**config.mk**
```make
export PLATFORM = sky130hd
export DESIGN_NAME = iob_ram_arbiter_flat
export DESIGN_NICKNAME = d
export VERILOG_FILES = /design/src/rtl/iob_ram_arbiter_if.sv /design/src/rtl/iob_ram_arbiter.sv /design/src/flat_wrapper.sv
export SDC_FILE = /design/constraint.sdc
export NUM_CORES = 1
export LEC_CHECK = 0
export BUFFER_PORTS_ARGS = -buffer_cell sky130_fd_sc_hd__buf_2
export CAP_MARGIN = 0
export CELL_PAD_IN_SITES_DETAIL_PLACEMENT = 0
export CELL_PAD_IN_SITES_GLOBAL_PLACEMENT = 1
export CORE_ASPECT_RATIO = 0.7
export CORE_MARGIN = 1.5
export CORE_UTILIZATION = 13
export CTS_CLUSTER_DIAMETER = 80
export DETAILED_ROUTE_END_ITERATION = 16
export PLACE_DENSITY = 0.92
export SLEW_MARGIN = 20
export SYNTH_ARGS = -nofsm -noshare
export SYNTH_HDL_FRONTEND = slang
export SYNTH_SLANG_ARGS = --single-unit
```
**constraint.sdc**
```tcl
create_clock -name clk -period 2.5 [get_ports clk]
set_clock_uncertainty 0.2 [all_clocks]
set_input_delay 0.625 -clock clk [delete_from_list [all_inputs] [get_ports clk]]
set_output_delay 0.625 -clock clk [all_outputs]
set_load 0.02 [all_outputs]
```
**src/rtl/iob_ram_arbiter_if.sv**
```systemverilog
// Requester-side handshake and RAM-port signals shared between the arbiter and its environment.
// Requester fields are packed per index: requester i uses [i*W +: W].
interface iob_ram_arbiter_if #(
  parameter int N_REQ  = 2,
  parameter int DATA_W = 32,
  parameter int ADDR_W = 10
);
  logic [N_REQ-1:0]        req_valid;
  logic [N_REQ-1:0]        req_we;
  logic [N_REQ-1:0]        req_lock;
  logic [N_REQ*ADDR_W-1:0] req_addr;
  logic [N_REQ*DATA_W-1:0] req_wdata;
  logic [N_REQ-1:0]        req_ready;
  logic [N_REQ-1:0]        resp_valid;
  logic [DATA_W-1:0]       resp_rdata;
  logic                    ram_en;
  logic                    ram_we;
  logic [ADDR_W-1:0]       ram_addr;
  logic [DATA_W-1:0]       ram_din;
  logic [DATA_W-1:0]       ram_dout;

  modport slave (
    input  req_valid, req_we, req_lock, req_addr, req_wdata, ram_dout,
    output req_ready, resp_valid, resp_rdata, ram_en, ram_we, ram_addr, ram_din
  );

  modport master (
    output req_valid, req_we, req_lock, req_addr, req_wdata, ram_dout,
    input  req_ready, resp_valid, resp_rdata, ram_en, ram_we, ram_addr, ram_din
  );
endinterface

```
**src/rtl/iob_ram_arbiter.sv**
```systemverilog
// Round-robin arbiter sharing one synchronous RAM port among N_REQ requesters,
// with optional grant lock for bursts and one-cycle read response routing.
module iob_ram_arbiter #(
  parameter int N_REQ  = 2,
  parameter int DATA_W = 32,
  parameter int ADDR_W = 10
) (
  input logic              clk,
  input logic              rst,
  iob_ram_arbiter_if.slave bus
);
  localparam int PTR_W = (N_REQ > 1) ? $clog2(N_REQ) : 1;

  logic [PTR_W-1:0]  rr_ptr;
  logic [PTR_W-1:0]  lock_id;
  logic [PTR_W-1:0]  pend_id;
  logic              lock_valid;
  logic              pend_valid;

  logic              grant_any;
  logic [PTR_W-1:0]  grant_id;
  logic              grant_we;
  logic              grant_lock;
  logic [ADDR_W-1:0] grant_addr;
  logic [DATA_W-1:0] grant_wdata;
  logic [N_REQ-1:0]  ready;
  logic [N_REQ-1:0]  resp;

  function automatic logic [PTR_W-1:0] rr_index(input logic [PTR_W-1:0] base, input int k);
    int sum;
    sum = int'(base) + k;
    if (sum >= N_REQ) sum = sum - N_REQ;
    return PTR_W'(sum);
  endfunction

  function automatic logic [PTR_W-1:0] next_ptr(input logic [PTR_W-1:0] g);
    if (int'(g) == N_REQ - 1) return '0;
    return g + PTR_W'(1);
  endfunction

  // A live lock overrides the rotation; otherwise search from rr_ptr upward.
  always_comb begin
    grant_any = 1'b0;
    grant_id  = '0;
    if (lock_valid && bus.req_valid[lock_id]) begin
      grant_any = 1'b1;
      grant_id  = lock_id;
    end else begin
      for (int k = 0; k < N_REQ; k++) begin
        if (!grant_any && bus.req_valid[rr_index(rr_ptr, k)]) begin
          grant_any = 1'b1;
          grant_id  = rr_index(rr_ptr, k);
        end
      end
    end
  end

  always_comb begin
    ready       = '0;
    grant_we    = 1'b0;
    grant_lock  = 1'b0;
    grant_addr  = '0;
    grant_wdata = '0;
    for (int i = 0; i < N_REQ; i++) begin
      if (grant_any && grant_id == PTR_W'(i)) begin
        ready[i]    = 1'b1;
        grant_we    = bus.req_we[i];
        grant_lock  = bus.req_lock[i];
        grant_addr  = bus.req_addr[i*ADDR_W +: ADDR_W];
        grant_wdata = bus.req_wdata[i*DATA_W +: DATA_W];
      end
    end
  end

  assign bus.req_ready = ready;
  assign bus.ram_en    = grant_any & ~rst;
  assign bus.ram_we    = grant_we & ~rst;
  assign bus.ram_addr  = grant_addr;
  assign bus.ram_din   = grant_wdata;

  // The pointer advances even under lock so rotation resumes fairly on release.
  always_ff @(posedge clk or posedge rst) begin
    if (rst) begin
      rr_ptr     <= '0;
      lock_valid <= 1'b0;
      lock_id    <= '0;
      pend_valid <= 1'b0;
      pend_id    <= '0;
    end else if (grant_any) begin
      rr_ptr     <= next_ptr(grant_id);
      lock_valid <= grant_lock;
      if (grant_lock) lock_id <= grant_id;
      pend_valid <= ~grant_we;
      pend_id    <= grant_id;
    end else begin
      pend_valid <= 1'b0;
      if (lock_valid && !bus.req_valid[lock_id]) lock_valid <= 1'b0;
    end
  end

  always_comb begin
    resp = '0;
    for (int i = 0; i < N_REQ; i++) begin
      if (pend_valid && pend_id == PTR_W'(i)) resp[i] = 1'b1;
    end
  end

  assign bus.resp_valid = resp;
  assign bus.resp_rdata = bus.ram_dout;
endmodule
```
**src/flat_wrapper.sv**
```systemverilog
// flat-port wrapper written by rule: the top's interface ports become plain ports
module iob_ram_arbiter_flat 
#(
  parameter int N_REQ  = 2,
  parameter int DATA_W = 32,
  parameter int ADDR_W = 10
)
  (clk, rst, bus_req_valid, bus_req_we, bus_req_lock, bus_req_addr, bus_req_wdata, bus_ram_dout, bus_req_ready, bus_resp_valid, bus_resp_rdata, bus_ram_en, bus_ram_we, bus_ram_addr, bus_ram_din);
  iob_ram_arbiter_if #(.N_REQ(N_REQ), .DATA_W(DATA_W), .ADDR_W(ADDR_W)) bus_i ();
  input logic clk;
  input logic rst;
  input wire logic [$bits(bus_i.req_valid)-1:0] bus_req_valid;
  input wire logic [$bits(bus_i.req_we)-1:0] bus_req_we;
  input wire logic [$bits(bus_i.req_lock)-1:0] bus_req_lock;
  input wire logic [$bits(bus_i.req_addr)-1:0] bus_req_addr;
  input wire logic [$bits(bus_i.req_wdata)-1:0] bus_req_wdata;
  input wire logic [$bits(bus_i.ram_dout)-1:0] bus_ram_dout;
  output wire logic [$bits(bus_i.req_ready)-1:0] bus_req_ready;
  output wire logic [$bits(bus_i.resp_valid)-1:0] bus_resp_valid;
  output wire logic [$bits(bus_i.resp_rdata)-1:0] bus_resp_rdata;
  output wire logic [$bits(bus_i.ram_en)-1:0] bus_ram_en;
  output wire logic [$bits(bus_i.ram_we)-1:0] bus_ram_we;
  output wire logic [$bits(bus_i.ram_addr)-1:0] bus_ram_addr;
  output wire logic [$bits(bus_i.ram_din)-1:0] bus_ram_din;
  assign bus_i.req_valid = bus_req_valid;
  assign bus_i.req_we = bus_req_we;
  assign bus_i.req_lock = bus_req_lock;
  assign bus_i.req_addr = bus_req_addr;
  assign bus_i.req_wdata = bus_req_wdata;
  assign bus_i.ram_dout = bus_ram_dout;
  assign bus_req_ready = bus_i.req_ready;
  assign bus_resp_valid = bus_i.resp_valid;
  assign bus_resp_rdata = bus_i.resp_rdata;
  assign bus_ram_en = bus_i.ram_en;
  assign bus_ram_we = bus_i.ram_we;
  assign bus_ram_addr = bus_i.ram_addr;
  assign bus_ram_din = bus_i.ram_din;
  iob_ram_arbiter #(.N_REQ(N_REQ), .DATA_W(DATA_W), .ADDR_W(ADDR_W)) u_core (.clk(clk), .rst(rst), .bus(bus_i));
endmodule
```
### After elaboration in Yosys (flattened, before gate mapping)

Cells that the tools add are included.

* magnitude comparators: 5
* bitwise logic cells: 6
* reductions and logical operators: 11
* mux-type cells: 36
* add/subtract/negate cells: 4

Operators with widths (count)
* 2-to-1 mux 32 bit: 2
* 2-to-1 mux 1 bit: 32
* 2-to-1 mux 10 bit: 2
* logical AND 1 bit: 7
* less-than comparator 1 x 2 -> 1 bit, second input constant: 3
* inverter 1 bit: 4
* adder 1 x 1 -> 2 bit, second input constant: 1
* bitwise AND 1 bit: 2
* >= comparator 1 x 2 -> 1 bit, second input constant: 1
* >= comparator 2 bit, second input constant: 1
* zero test 1 bit: 2
* AND reduction 2 bit: 1
* nonzero test 2 bit: 1
* subtractor 1 bit, second input constant: 2
* adder 1 bit, second input constant: 1

* flip-flop bits (word level): 5
* word-level logic and storage cells: 67
* bits of input ports: 124

### Longest topological paths before layout

* depth in word-level cells: 18
* depth in mapped cells: 5
* depth with buffers taken out: 4

### Least setup slack after synthesis

No wires, ideal clock.

* path type: in2out
* start: input bus_req_valid[1]
* end: output bus_ram_din[11]
* stages: 5
* setup slack: 0.290 ns
* arrival: 1.385 ns
* cells stage by stage: inv_2 > o21ai_1 > inv_2 > buf_2 > a22o_1

* cells in the longest elaborated chain, start to end: 12
* elaborated cells on any way between the ends: 21

Ends and longest elaborated chain
* start: declaration: line flat_wrapper.sv:12 `input wire logic [$bits(bus_i.req_valid)-1:0] bus_req_valid;`
* 2-to-1 mux 1 bit (not written as such) (2 in series): line iob_ram_arbiter.sv:50 `if (!grant_any && bus.req_valid[rr_index(rr_ptr, k)]) begin`
* 2-to-1 mux 1 bit: line iob_ram_arbiter.sv:50
* 2-to-1 mux 1 bit: line iob_ram_arbiter.sv:45 `if (lock_valid && bus.req_valid[lock_id]) begin`
* zero test 1 bit: line iob_ram_arbiter.sv:50
* logical AND 1 bit: line iob_ram_arbiter.sv:50
* 2-to-1 mux 1 bit: line iob_ram_arbiter.sv:50
* 2-to-1 mux 1 bit: line iob_ram_arbiter.sv:45
* inverter 1 bit: line iob_ram_arbiter.sv:65 `if (grant_any && grant_id == PTR_W'(i)) begin`
* logical AND 1 bit: line iob_ram_arbiter.sv:65
* 2-to-1 mux 32 bit: line iob_ram_arbiter.sv:65
* 2-to-1 mux 32 bit (*): line iob_ram_arbiter.sv:65
* end: declaration: line flat_wrapper.sv:24 `output wire logic [$bits(bus_i.ram_din)-1:0] bus_ram_din;`

Mark *: on every way between the ends. The rest lies on a longest branch, timed or not. The select of a mux whose other input is x is not followed.

### Worst setup path in the final report

* start: register u_core.lock_valid
* end: output bus_ram_din[7]

* cells in the longest elaborated chain, start to end: 6
* elaborated cells on any way between the ends: 8

Ends and longest elaborated chain
* start: declaration: line iob_ram_arbiter.sv:17 `logic lock_valid;`
* start signal: assignment: line iob_ram_arbiter.sv:91 `lock_valid <= grant_lock;`
* logical AND 1 bit (*): line iob_ram_arbiter.sv:45
* 2-to-1 mux 1 bit: line iob_ram_arbiter.sv:45
* inverter 1 bit: line iob_ram_arbiter.sv:65
* logical AND 1 bit: line iob_ram_arbiter.sv:65
* 2-to-1 mux 32 bit: line iob_ram_arbiter.sv:65
* 2-to-1 mux 32 bit (*): line iob_ram_arbiter.sv:65

Mark *: on every way between the ends. The rest lies on a longest branch, timed or not.

==> run summary <==
Post-Layout Inst Area: 0.00184 sq mm
Post-DP Area: 0.00153 sq mm
crit path capture: bus_ram_din[7]
die span in y: 75.1 um
top cell type's share of synthesized area: 0.390
Final Wtd Congestion: 0.851
Yosys reg bits: 5
reg2reg setup slack: 0.83 ns
Initial Utilization: 0.133
Root Driver: clkbuf_8
most common cell in the netlist: a22o_1
hold_ws: 0.124 ns
Worst Setup Start Kind: flip-flop
chip width: 106 um
synth-to-layout area growth: 91.1%
Top Metal Used: met4
Area contributors post-synth: a22o_1 (39%), buf_4 (25%), dfrtp_1 (13%)
worst relative slew slack: 0.840
HPWL after DPL: 3.11 mm
Worst Setup SP: u_core.lock_valid$_DFFE_PP0P_
final cycle utilization of the critical path: 1.03
M1 WL: 1.71 mm
clock sinks: 5
gr ovfl total: 0
DR vias: 1,377
multi-input logic area: 517 sq um
number of port buffers: 139
Reg clk slew, reported paths: 0.04 ns
Initial DRT Pass Iterations: 6
H-tree depth: 1
vias in the first global route: 1,154
Pwr Density: 447 mW/mm^2
critical path peak fanout: 22
largest net degree at the start of global routing: 34
failing checks: setup timing
number of CTS-inserted buffers: 3
Worst Setup End Kind: output pin
Fmax: 389 MHz
diode count: 0
Fin. Hold Viols: 0
drt wl/cell: 13.6 um
MaxCap Viol Count: 0
EDFF count, synth: 0
Avg Vias per Cell: 4.25
Synth async-reset ratio: 1.00
leakage: 1.02 nW
Core ar.: 0.00725 sq mm
Clock Path Buffers: 2
Clock Latency Late Sink: 0.22 ns
area leader, netlist: a22o_1
post-route ant nets: 0
die area: 0.00795 sq mm
antenna violations before repair: 0
routed length on met2: 2.19 mm
Syn Area/Cell: 8.54 sq um
met3 WL post-DR: 453 um
FF/Latch Area: 125 sq um
Syn Inst Count: 113
CP required: 1.67 ns
DR iter-0 viols: 40
Worst VDD drop: 0.150 mV
fin cells: 324
Reg2Reg Depth: 5
Fill cells: 778
All-Layer GR Usage: 0.0905
Post-synth top cells: a22o_1 (43), buf_4 (32), dfrtp_1 (5), buf_2 (4), buf_6 (4)
Final Max Tran Viols: 0
Total Wirelength: 4.40 mm
first-pass GRT wire length: 5.57 mm
Unique masters post-synth: 23
CTS tree: done
CP Class: reg -> out
crit path DAT: 1.74 ns
worst r2r src: u_core.lock_valid$_DFFE_PP0P_
Main synth FF type: dfrtp_1
Overall Power: 0.000824 W
Setup TNS: -2.09 ns
Hold Crit Class: in -> async
mapped cell area: 965 sq um
post-synthesis sequential area ratio: 0.130
fin nets: 351
clock period minus final worst setup slack: 2.57 ns
io pins: 204
Ys Warns: 0
Synth Net Count: 237
layout cells sized above 1: 0.699
# setup viols final: 42
Tightest Pin Transition: 0.233 ns
PnR worst setup slack: -0.0678 ns
run status: finished with violations
RSZ-0062 raised after global routing: yes
Rows: 26
DR DRC count: 0
Crit Reg-Reg Endpoint: u_core.lock_valid$_DFFE_PP0P_
Placed Cells: 315
[final cells by class]
| type | count | area share |
|---|---|---|
| timing repair inverter | 1 | 0.0109 |
| sequential | 5 | 0.0679 |
| timing repair buffer | 148 | 0.531 |
| multi-input combinational | 63 | 0.280 |
| inverter | 5 | 0.0190 |
| tap | 98 | 0.0665 |
| clock buffer | 4 | 0.0244 |
[layer usage]
layer / GRT usage / up-vias
met3: 0.0225 / 8
met5: 0 / -
met2: 0.149 / 98
met1: 0.118 / 644
li1: - / 627
met4: 0.0285 / 0
[cells in the final DEF (no fill, tap or decap)]
cell type  netlist  layout
buf_4           32       8
o22ai_1          2       2
a21boi_0         1       1
inv_1            2       2
and2_1           1       1
o21ai_2          0       1
mux2i_1          1       1
nor2_1           2       2
dfrtp_1          5       5
a21o_1           1       1
o21a_1           1       1
clkbuf_8         0       3
mux2_4           1       1
inv_16           0       2
nand2b_1         1       1
a31oi_1          1       1
nor2b_1          1       1
inv_2            2       2
nand2_1          2       2
clkbuf_1         0       1
o21ai_4          1       1
a22o_1          43      43
buf_2            4     108
buf_6            4      30
buf_12           0       2
a21oi_1          3       3
[worst min-delay path by stage]
stage / start / to / slack (ns) / depth (start not counted)
floorplan: rst / u_core.lock_id$_DFFE_PP0P_ / 0.21 / 1
global placement: u_core.rr_ptr$_DFFE_PP0P_ / u_core.rr_ptr$_DFFE_PP0P_ / 0.29 / 1
detailed placement: u_core.rr_ptr$_DFFE_PP0P_ / u_core.rr_ptr$_DFFE_PP0P_ / 0.32 / 1
CTS: rst / u_core.rr_ptr$_DFFE_PP0P_ / 0.13 / 2
global route: rst / u_core.rr_ptr$_DFFE_PP0P_ / 0.14 / 2
finish: rst / u_core.rr_ptr$_DFFE_PP0P_ / 0.12 / 2
[metrics by stage]
stage                      util  setup slack, ns
after floorplan               -            0.290
after global placement    0.211           0.0445
after detailed placement  0.211         -0.00678
after CTS                 0.242          -0.0667
after global routing      0.254           -0.112
final                     0.254          -0.0678
[sequential cells by signal, summed over array words and instances (netlist names)]
name	cells
u_core.pend_valid	1
u_core.rr_ptr	1
u_core.lock_valid	1
u_core.lock_id	1
u_core.pend_id	1
[where the power goes]
group / switching, W / internal, W / total (W)
Sequential: 0.00000735 / 0.0000919 / 0.0000993
Combinational: 0.000289 / 0.000283 / 0.000572
Clock: 0.0000427 / 0.000110 / 0.000152
Total: 0.000339 / 0.000485 / 0.000824
[worst max-delay path, cell delays in order, from the launching register on]
cell,delay (ns)
dfrtp_1,0.39
mux2_4,0.34
o21ai_4,0.16
buf_12,0.17
inv_16,0.06
a22o_1,0.25
buf_6,0.13
[cells by family (layout without fill, tap and decap cells)]
| family | Yosys count | count (layout) | share of synthesized area |
|---|---|---|---|
| AND/OR/NAND/NOR | 7 | 7 | 0.0350 |
| buffers and inverters | 45 | 158 | 0.339 |
| multiplexers | 2 | 2 | 0.0259 |
| AO/OA/AOI/OAI | 54 | 54 | 0.471 |
| flip-flops | 5 | 5 | 0.130 |
[what timing repair did]
action | CTS | global route
cloned | 1 | 0
buffers inserted | 4 | 0
gates resized for setup | 43 | 27
pin swaps | 11 | 17
hold buffers | 0 | 0
endpoints found under the setup margin | 42 | 42
Note: power is estimated with default switching activity, not from simulation.
